**src/rtl/up_down_mod_counter_if.sv**
```systemverilog
// rtl/up_down_mod_counter_if.sv - control and status bundle for the up/down modulo counter
interface up_down_mod_counter_if #(
   parameter int SIZE = 4
);
   logic [SIZE-1:0] PI;
   logic [SIZE-1:0] modVal;
   logic            ld;
   logic            en;
   logic            carryIn;
   logic            up;
   logic            oneShot;
   logic [SIZE-1:0] PO;
   logic            carryOut;
   logic            tc;
   logic            done;

   modport master (
      output PI, modVal, ld, en, carryIn, up, oneShot,
      input  PO, carryOut, tc, done
   );

   modport slave (
      input  PI, modVal, ld, en, carryIn, up, oneShot,
      output PO, carryOut, tc, done
   );
endinterface

```
**src/rtl/up_down_mod_counter.sv**
```systemverilog
// rtl/up_down_mod_counter.sv - cascadable up/down counter over 0..modVal with wrap or one-shot stop
module up_down_mod_counter #(
   parameter int SIZE = 4
) (
   input logic                   clk,
   input logic                   rst,
   up_down_mod_counter_if.slave  bus
);
   logic [SIZE-1:0] r_po;
   logic            r_tc;
   logic            r_done;

   logic            w_blocked;
   logic            w_term;
   logic            w_step;
   logic [SIZE-1:0] w_load_val;
   logic [SIZE-1:0] w_up_val;
   logic [SIZE-1:0] w_down_val;
   logic [SIZE-1:0] w_next_po;
   logic            w_next_tc;
   logic            w_next_done;

   // A finished one-shot only blocks stepping while oneShot is still asserted.
   assign w_blocked  = bus.oneShot & r_done;
   assign w_term     = bus.up ? (r_po >= bus.modVal) : (r_po == '0);
   assign w_step     = bus.en & bus.carryIn & ~w_blocked;
   assign w_load_val = (bus.PI > bus.modVal) ? bus.modVal : bus.PI;
   assign w_up_val   = r_po + SIZE'(1);
   // A count left above a freshly lowered modVal re-enters the range at the top.
   assign w_down_val = (r_po > bus.modVal) ? bus.modVal : (r_po - SIZE'(1));

   always_comb begin
      w_next_po   = r_po;
      w_next_tc   = 1'b0;
      w_next_done = r_done;
      if (bus.ld) begin
         w_next_po   = w_load_val;
         w_next_done = 1'b0;
      end else if (w_step) begin
         if (w_term) begin
            w_next_tc = 1'b1;
            if (bus.oneShot) begin
               w_next_done = 1'b1;
            end else begin
               w_next_po = bus.up ? '0 : bus.modVal;
            end
         end else begin
            w_next_po = bus.up ? w_up_val : w_down_val;
         end
      end
   end

   always_ff @(posedge clk) begin
      if (!rst) begin
         r_po   <= '0;
         r_tc   <= 1'b0;
         r_done <= 1'b0;
      end else begin
         r_po   <= w_next_po;
         r_tc   <= w_next_tc;
         r_done <= w_next_done;
      end
   end

   assign bus.PO       = r_po;
   assign bus.tc       = r_tc;
   assign bus.done     = r_done;
   assign bus.carryOut = w_step & w_term;
endmodule

```
**src/flat_wrapper.sv**
```systemverilog
// flat-port wrapper written by rule: the top's interface ports become plain ports
module up_down_mod_counter_flat 
#(
   parameter int SIZE = 4
)
  (clk, rst, bus_PI, bus_modVal, bus_ld, bus_en, bus_carryIn, bus_up, bus_oneShot, bus_PO, bus_carryOut, bus_tc, bus_done);
  up_down_mod_counter_if #(.SIZE(SIZE)) bus_i ();
  input logic clk;
  input logic rst;
  input wire logic [$bits(bus_i.PI)-1:0] bus_PI;
  input wire logic [$bits(bus_i.modVal)-1:0] bus_modVal;
  input wire logic [$bits(bus_i.ld)-1:0] bus_ld;
  input wire logic [$bits(bus_i.en)-1:0] bus_en;
  input wire logic [$bits(bus_i.carryIn)-1:0] bus_carryIn;
  input wire logic [$bits(bus_i.up)-1:0] bus_up;
  input wire logic [$bits(bus_i.oneShot)-1:0] bus_oneShot;
  output wire logic [$bits(bus_i.PO)-1:0] bus_PO;
  output wire logic [$bits(bus_i.carryOut)-1:0] bus_carryOut;
  output wire logic [$bits(bus_i.tc)-1:0] bus_tc;
  output wire logic [$bits(bus_i.done)-1:0] bus_done;
  assign bus_i.PI = bus_PI;
  assign bus_i.modVal = bus_modVal;
  assign bus_i.ld = bus_ld;
  assign bus_i.en = bus_en;
  assign bus_i.carryIn = bus_carryIn;
  assign bus_i.up = bus_up;
  assign bus_i.oneShot = bus_oneShot;
  assign bus_PO = bus_i.PO;
  assign bus_carryOut = bus_i.carryOut;
  assign bus_tc = bus_i.tc;
  assign bus_done = bus_i.done;
  up_down_mod_counter #(.SIZE(SIZE)) u_core (.clk(clk), .rst(rst), .bus(bus_i));
endmodule
```
**config.mk**
```make
export PLATFORM = sky130hd
export DESIGN_NAME = up_down_mod_counter_flat
export DESIGN_NICKNAME = d
export VERILOG_FILES = /design/src/rtl/up_down_mod_counter_if.sv /design/src/rtl/up_down_mod_counter.sv /design/src/flat_wrapper.sv
export SDC_FILE = /design/constraint.sdc
export NUM_CORES = 1
export LEC_CHECK = 0
export BUFFER_PORTS_ARGS = -buffer_cell sky130_fd_sc_hd__buf_4
export CAP_MARGIN = 40
export CORE_UTILIZATION = 55
export DETAILED_ROUTE_END_ITERATION = 8
export PLACE_DENSITY = 0.83
export RECOVER_POWER = 50
export SLEW_MARGIN = 10
export SYNTH_ARGS = -nofsm -noshare
export SYNTH_HDL_FRONTEND = slang
export SYNTH_SLANG_ARGS = --single-unit
export TNS_END_PERCENT = 20
```
**constraint.sdc**
```tcl
create_clock -name clk -period 3.3 [get_ports clk]
set_input_delay 0.165 -clock clk [delete_from_list [all_inputs] [get_ports clk]]
set_output_delay 0.165 -clock clk [all_outputs]
set_load 0.05 [all_outputs]
```
---- Yosys cells after proc, flatten, opt, wreduce, memory -nomap -nowiden ----
Cells that the tools add are included.
cells by class
  reduce and logical (&&, ||, !) cells .... 6
  muxes and demuxes ....................... 10
  order comparisons ....................... 3
  bitwise logic cells ..................... 7
  add/subtract/negate cells ............... 2
  equal/unequal tests ..................... 1
  div/mod/pow operators ................... 0
  shift operators ......................... 0
  multipliers ............................. 0
operator list
  operator                                           number
  two-way mux 4 bit                                  8
  greater-than comparator 4 bit                      2
  adder 4 x 1 -> 4 bit (second input constant)       1
  bitwise AND 1 bit                                  4
  greater-or-equal comparator 4 bit                  1
  zero test 4 bit                                    1
  subtractor 4 x 1 -> 4 bit (second input constant)  1
  != test 3 bit (second input constant)              1
  NOT 1 bit                                          3
  AND reduction 3 bit                                1
  OR reduction 3 bit                                 1
  two-way mux 1 bit                                  2
  AND reduction 2 bit                                1
  nonzero test 2 bit                                 1
  OR reduction 2 bit                                 1
storage, ports and cells
  flip-flop bits (word level) ............. 6
  bits in writable memories ............... 0
  input bits .............................. 15
  bits in read-only memories .............. 0
  memories ................................ 0
  output and inout port bits .............. 7
  bits in latches ......................... 0
  word-level logic and storage cells ...... 32

---- Depth between registers and ports, before layout ----
  word-level depth ........................ 6
  mapped depth ............................ 8

---- Least setup slack after synthesis ----
Ideal clock, no wire load.
  path kind ............................... reg2out
  start point ............................. reg u_core.r_po[0] (netlist: u_core.bus.PO[0])
  end point ............................... out bus_carryOut
  arrival ................................. 2171 ps
  cell stages (with the launch flop) ...... 8
  setup slack ............................. 964 ps
  data required time ...................... 3135 ps
  cell sequence ........................... dfxtp_1 > inv_1 > ha_1 > nor2b_2 > o211ai_2 > nand3_2 > a21oi_1 > nor2_1
between the ends
  longest elaborated chain between the ends .. 3
RTL lines
  item                                                                         RTL line                   text
  start: declaration                                                           up_down_mod_counter.sv:9   logic [SIZE-1:0] r_po;
  start signal: assignment                                                     up_down_mod_counter.sv:59  r_po <= w_next_po;
  greater-or-equal comparator 4 bit / zero test 4 bit (equally long branches)  up_down_mod_counter.sv:25  assign w_term = bus.up ? (r_po >= bus.modVal) : (r_po == '0);
  two-way mux 1 bit *                                                          up_down_mod_counter.sv:25
  bitwise AND 1 bit *                                                          up_down_mod_counter.sv:68  assign bus.carryOut = w_step & w_term;
  end: declaration                                                             flat_wrapper.sv:18         output wire logic [$bits(bus_i.carryOut)-1:0] bus_carryOut;
Every way passes the cells marked *; elsewhere a longest branch is shown, timed or not.

---- Worst setup path in the final report ----
  start point ............................. reg u_core.r_po[1] (netlist: u_core.bus.PO[1])
  end point ............................... out bus_carryOut
The elaborated chain is that of the path after synthesis.

==> flow_summary.toml <==
[outcome]
status = "complete, no violations"

[synthesis]
post_synth_and_or_nand_nor_area_fraction = 0.223
muxShareOfSynthArea = 0.0550
synth.ff_latch_count = 6
share_of_the_yosys_chip_area_belonging_to_registers = 0.151
synthArstFlopShare = 0
synth_warn = 0
synthAdderAreaFrac = 0.157
synth-xor-area-share = 0.0440
largest_family_of_logic_cells_by_synthesized_area = "compound AO/OA/AOI/OAI gates"
synth_cell_types = 45
synth_area_per_cell_sq_um = 8.47
synth_compound_gate_area_share = 0.311
mappedNetlistNets = 119
synth_edf_count = 0
yosys_most_used_dff = "sky130_fd_sc_hd__dfxtp_1"
syn_inst = 94
synthesis.area_sq_um = 796

[timing]
fmax_ghz = 0.442
post-route-period-util = 0.685
slew-limit-headroom = 0.607
setup_viol_count_final = 0
fin_setup_tns_ns = 0
skew_ns = 0.00588
finalHoldViolCount = 0
final_max_slew_viol_count = 0
post-route-min-period_ns = 2.26
worst_pin_slew_ns = 0.591
rsz0062_at_grt = "false"

[grt]
total_congestion_overflow = 0
globalRouteTotalUtil = 0.275
first_global_vias = 634
gr_peak_layer = "met2"
fraction_of_met1_tracks_used_by_global_routing = 0.339
grt_pass1_wl_microns = 2880
antenna_violations_before_repair = 0
gr-usage-met2 = 0.440
gr-usage-met3 = 0.0556
maximum_number_of_pins_on_one_net_before_global_route_repair = 12

[cells_and_area]
nFillCells = 101
layout-drive-gt1-share = 0.250
mostFrequentLayoutCell = "sky130_fd_sc_hd__buf_4"
utilization = 0.726
finish.net_count = 143
n_antenna_cell = 0
final_cell_mix = "sky130_fd_sc_hd__buf_4, sky130_fd_sc_hd__ha_1, sky130_fd_sc_hd__inv_1"
area_growth_pct = 20.1
finalNonFillerCells = 131

[critical_path]
r2r-end = "u_core.bus.PO[3]"
worstPathRequired_ns = 3.13
critical_path.max_fanout = 7
worst-r2r-cell-count = 6
rr_startpoint = "u_core.bus.PO[3]"
setup.worst_path.start = "u_core.bus.PO[1]"
setup.worst_path.end = "bus_carryOut"
critical_path_arrival_ns = 2.10
critical_path_class = "reg2out"
crit_path_end_kind = "output port"
reg2reg_setup_slack_ns = 1.09
setup.worst_path.start_class = "flip-flop"

[floorplanning]
fp.dieH_microns = 40.0
design.core.area_sq_um = 1320
floorplan.rows = 13
initial_core_util = 0.604
design.portCount = 22
die_x_microns = 40.0
die_area_sq_um = 1600

[min_path]
min_path_type = "in2reg"
hold_path_startpoint = "bus_ld"

[power_and_ir_drop]
seq_power_share = 0.262
maximum_ir_drop_on_the_vdd_rail_mv = 0.286
power_leakage_nw = 0.447
total_switching_power_w = 0.000156
cell_internal_pwr_w = 0.000199
combinationalPowerShare = 0.540
power_switching_share = 0.439
pwr_density_cell_nw_per_um2 = 371
power_frac_clock = 0.198

[routing]
routedWlPerCell_microns = 15.1
routed-via-count = 812
detail_route.first_pass.iterations = 4
final_antenna_net_count = 0
route.detailed.drc = 0
drt_iter0_markers = 23
wirelength_microns = 1980
via_per_inst = 6.20

[clocking]
cell_chosen_for_the_clock_root = "sky130_fd_sc_hd__clkbuf_4"
clk_pin_slew_worst_paths_ns = 0.05
clock_tree_from_tritoncts = "yes"
cts-htree-levels = 1
tritoncts_num_sinks = 6
clock_insertion_delay_worst_skew_ns = 0.25
cts-hold-fix-buffers = 0
post_cts_buffers = 0
cts-root-to-sink-buffers = 2
numCtsBuffers = 3
cts-resized-gates = 0

[job]
drv_cap = 0

[placement]
dp.final_hpwl_microns = 1590
gp_congestion = 0.928
io_buffers = 21
post-place-cells = 128
[power groups by stage]
stage | Combinational (W) | Sequential, W | Clock [W]
floorplan | 0.000125 | 0.000110 | 0
global placement | 0.000191 | 0.0000937 | 0
CTS | 0.000195 | 0.0000928 | 0.0000729
detailed placement | 0.000195 | 0.0000941 | 0
finish | 0.000192 | 0.0000929 | 0.0000703
global route | 0.000205 | 0.0000943 | 0.0000742
[state kept, by name, indices dropped and copies added, names as in the netlist]
signal and flops:
u_core.bus.PO 4, u_core.bus.tc 1, u_core.bus.done 1
[cell usage after synthesis, types with 2 or more instances]
cell                        n  area, sq um
sky130_fd_sc_hd__a31oi_1    2         12.5
sky130_fd_sc_hd__a21oi_1    6         30.0
sky130_fd_sc_hd__o221ai_1   3         26.3
sky130_fd_sc_hd__ha_1      10          125
sky130_fd_sc_hd__mux2_2     2         22.5
sky130_fd_sc_hd__a21oi_2    2         17.5
sky130_fd_sc_hd__o21ai_0    2         10.0
sky130_fd_sc_hd__nor3_1     3         15.0
sky130_fd_sc_hd__nand3_1    2         10.0
sky130_fd_sc_hd__xor2_1     3         26.3
sky130_fd_sc_hd__inv_1      8         30.0
sky130_fd_sc_hd__o211ai_1   2         15.0
sky130_fd_sc_hd__nand2_1    6         22.5
sky130_fd_sc_hd__nor2b_1    3         18.8
sky130_fd_sc_hd__dfxtp_1    6          120
sky130_fd_sc_hd__nor2_1     5         18.8
[kinds of logic (layout without fill, tap and decap cells)]
family                   after synthesis  after routing
AO/OA/AOI/OAI                         32             32
AND/OR/NAND/NOR                       28             28
adder cells (fa/ha/maj)               10             10
buffers and inverters                 10             32
flip-flops                             6              6
XOR/XNOR                               4              4
multiplexers                           4              4
[worst min-delay path by stage]
stage / end / cells after the start
after global placement: u_core.bus.done / 2
after global routing: u_core.bus.done / 2
after detailed placement: u_core.bus.done / 2
final: u_core.bus.done / 2
after floorplan: u_core.bus.done / 1
after CTS: u_core.bus.done / 2
[per-layer routing]
metal	vias up	part of all wire	wire length, microns
met1	361	0.44	876
met3	6	0.053	105
met2	39	0.48	942
met5	-	0	0
met4	0	0.030	59
li1	406	-	-
[through the flow]
| stage | power [W] | hold slack (ns) | cell area [sq um] | setup WS [ns] |
|---|---|---|---|---|
| 2_1_floorplan | 0.000235 | 0.241 | 796 | 0.964 |
| 3_3_place_gp | 0.000285 | 0.403 | 956 | 1.14 |
| 3_5_place_dp | 0.000289 | 0.400 | 956 | 1.13 |
| 4_1_cts | 0.000361 | 0.139 | 978 | 1.03 |
| 5_1_grt | 0.000374 | 0.149 | 956 | 0.893 |
| 6_report | 0.000355 | 0.150 | 956 | 1.04 |
[cell type report]
type	instances	area, sq um	share of cell area
clock buffer	3	22.5	0.0236
inverter	8	30.0	0.0314
multi-input combinational	78	629	0.658
sequential	6	120	0.126
tap	15	18.8	0.0196
timing repair buffer	21	135	0.141
[critical path: stages, from the launching register on]
cell	delay, ns
sky130_fd_sc_hd__dfxtp_1	0.45
sky130_fd_sc_hd__ha_1	0.31
sky130_fd_sc_hd__nor2b_2	0.17
sky130_fd_sc_hd__o211ai_2	0.22
sky130_fd_sc_hd__nand3_2	0.20
sky130_fd_sc_hd__a21oi_1	0.24
sky130_fd_sc_hd__nor2_1	0.06
sky130_fd_sc_hd__buf_4	0.19
No activity file was read; power rests on OpenSTA's default activity.
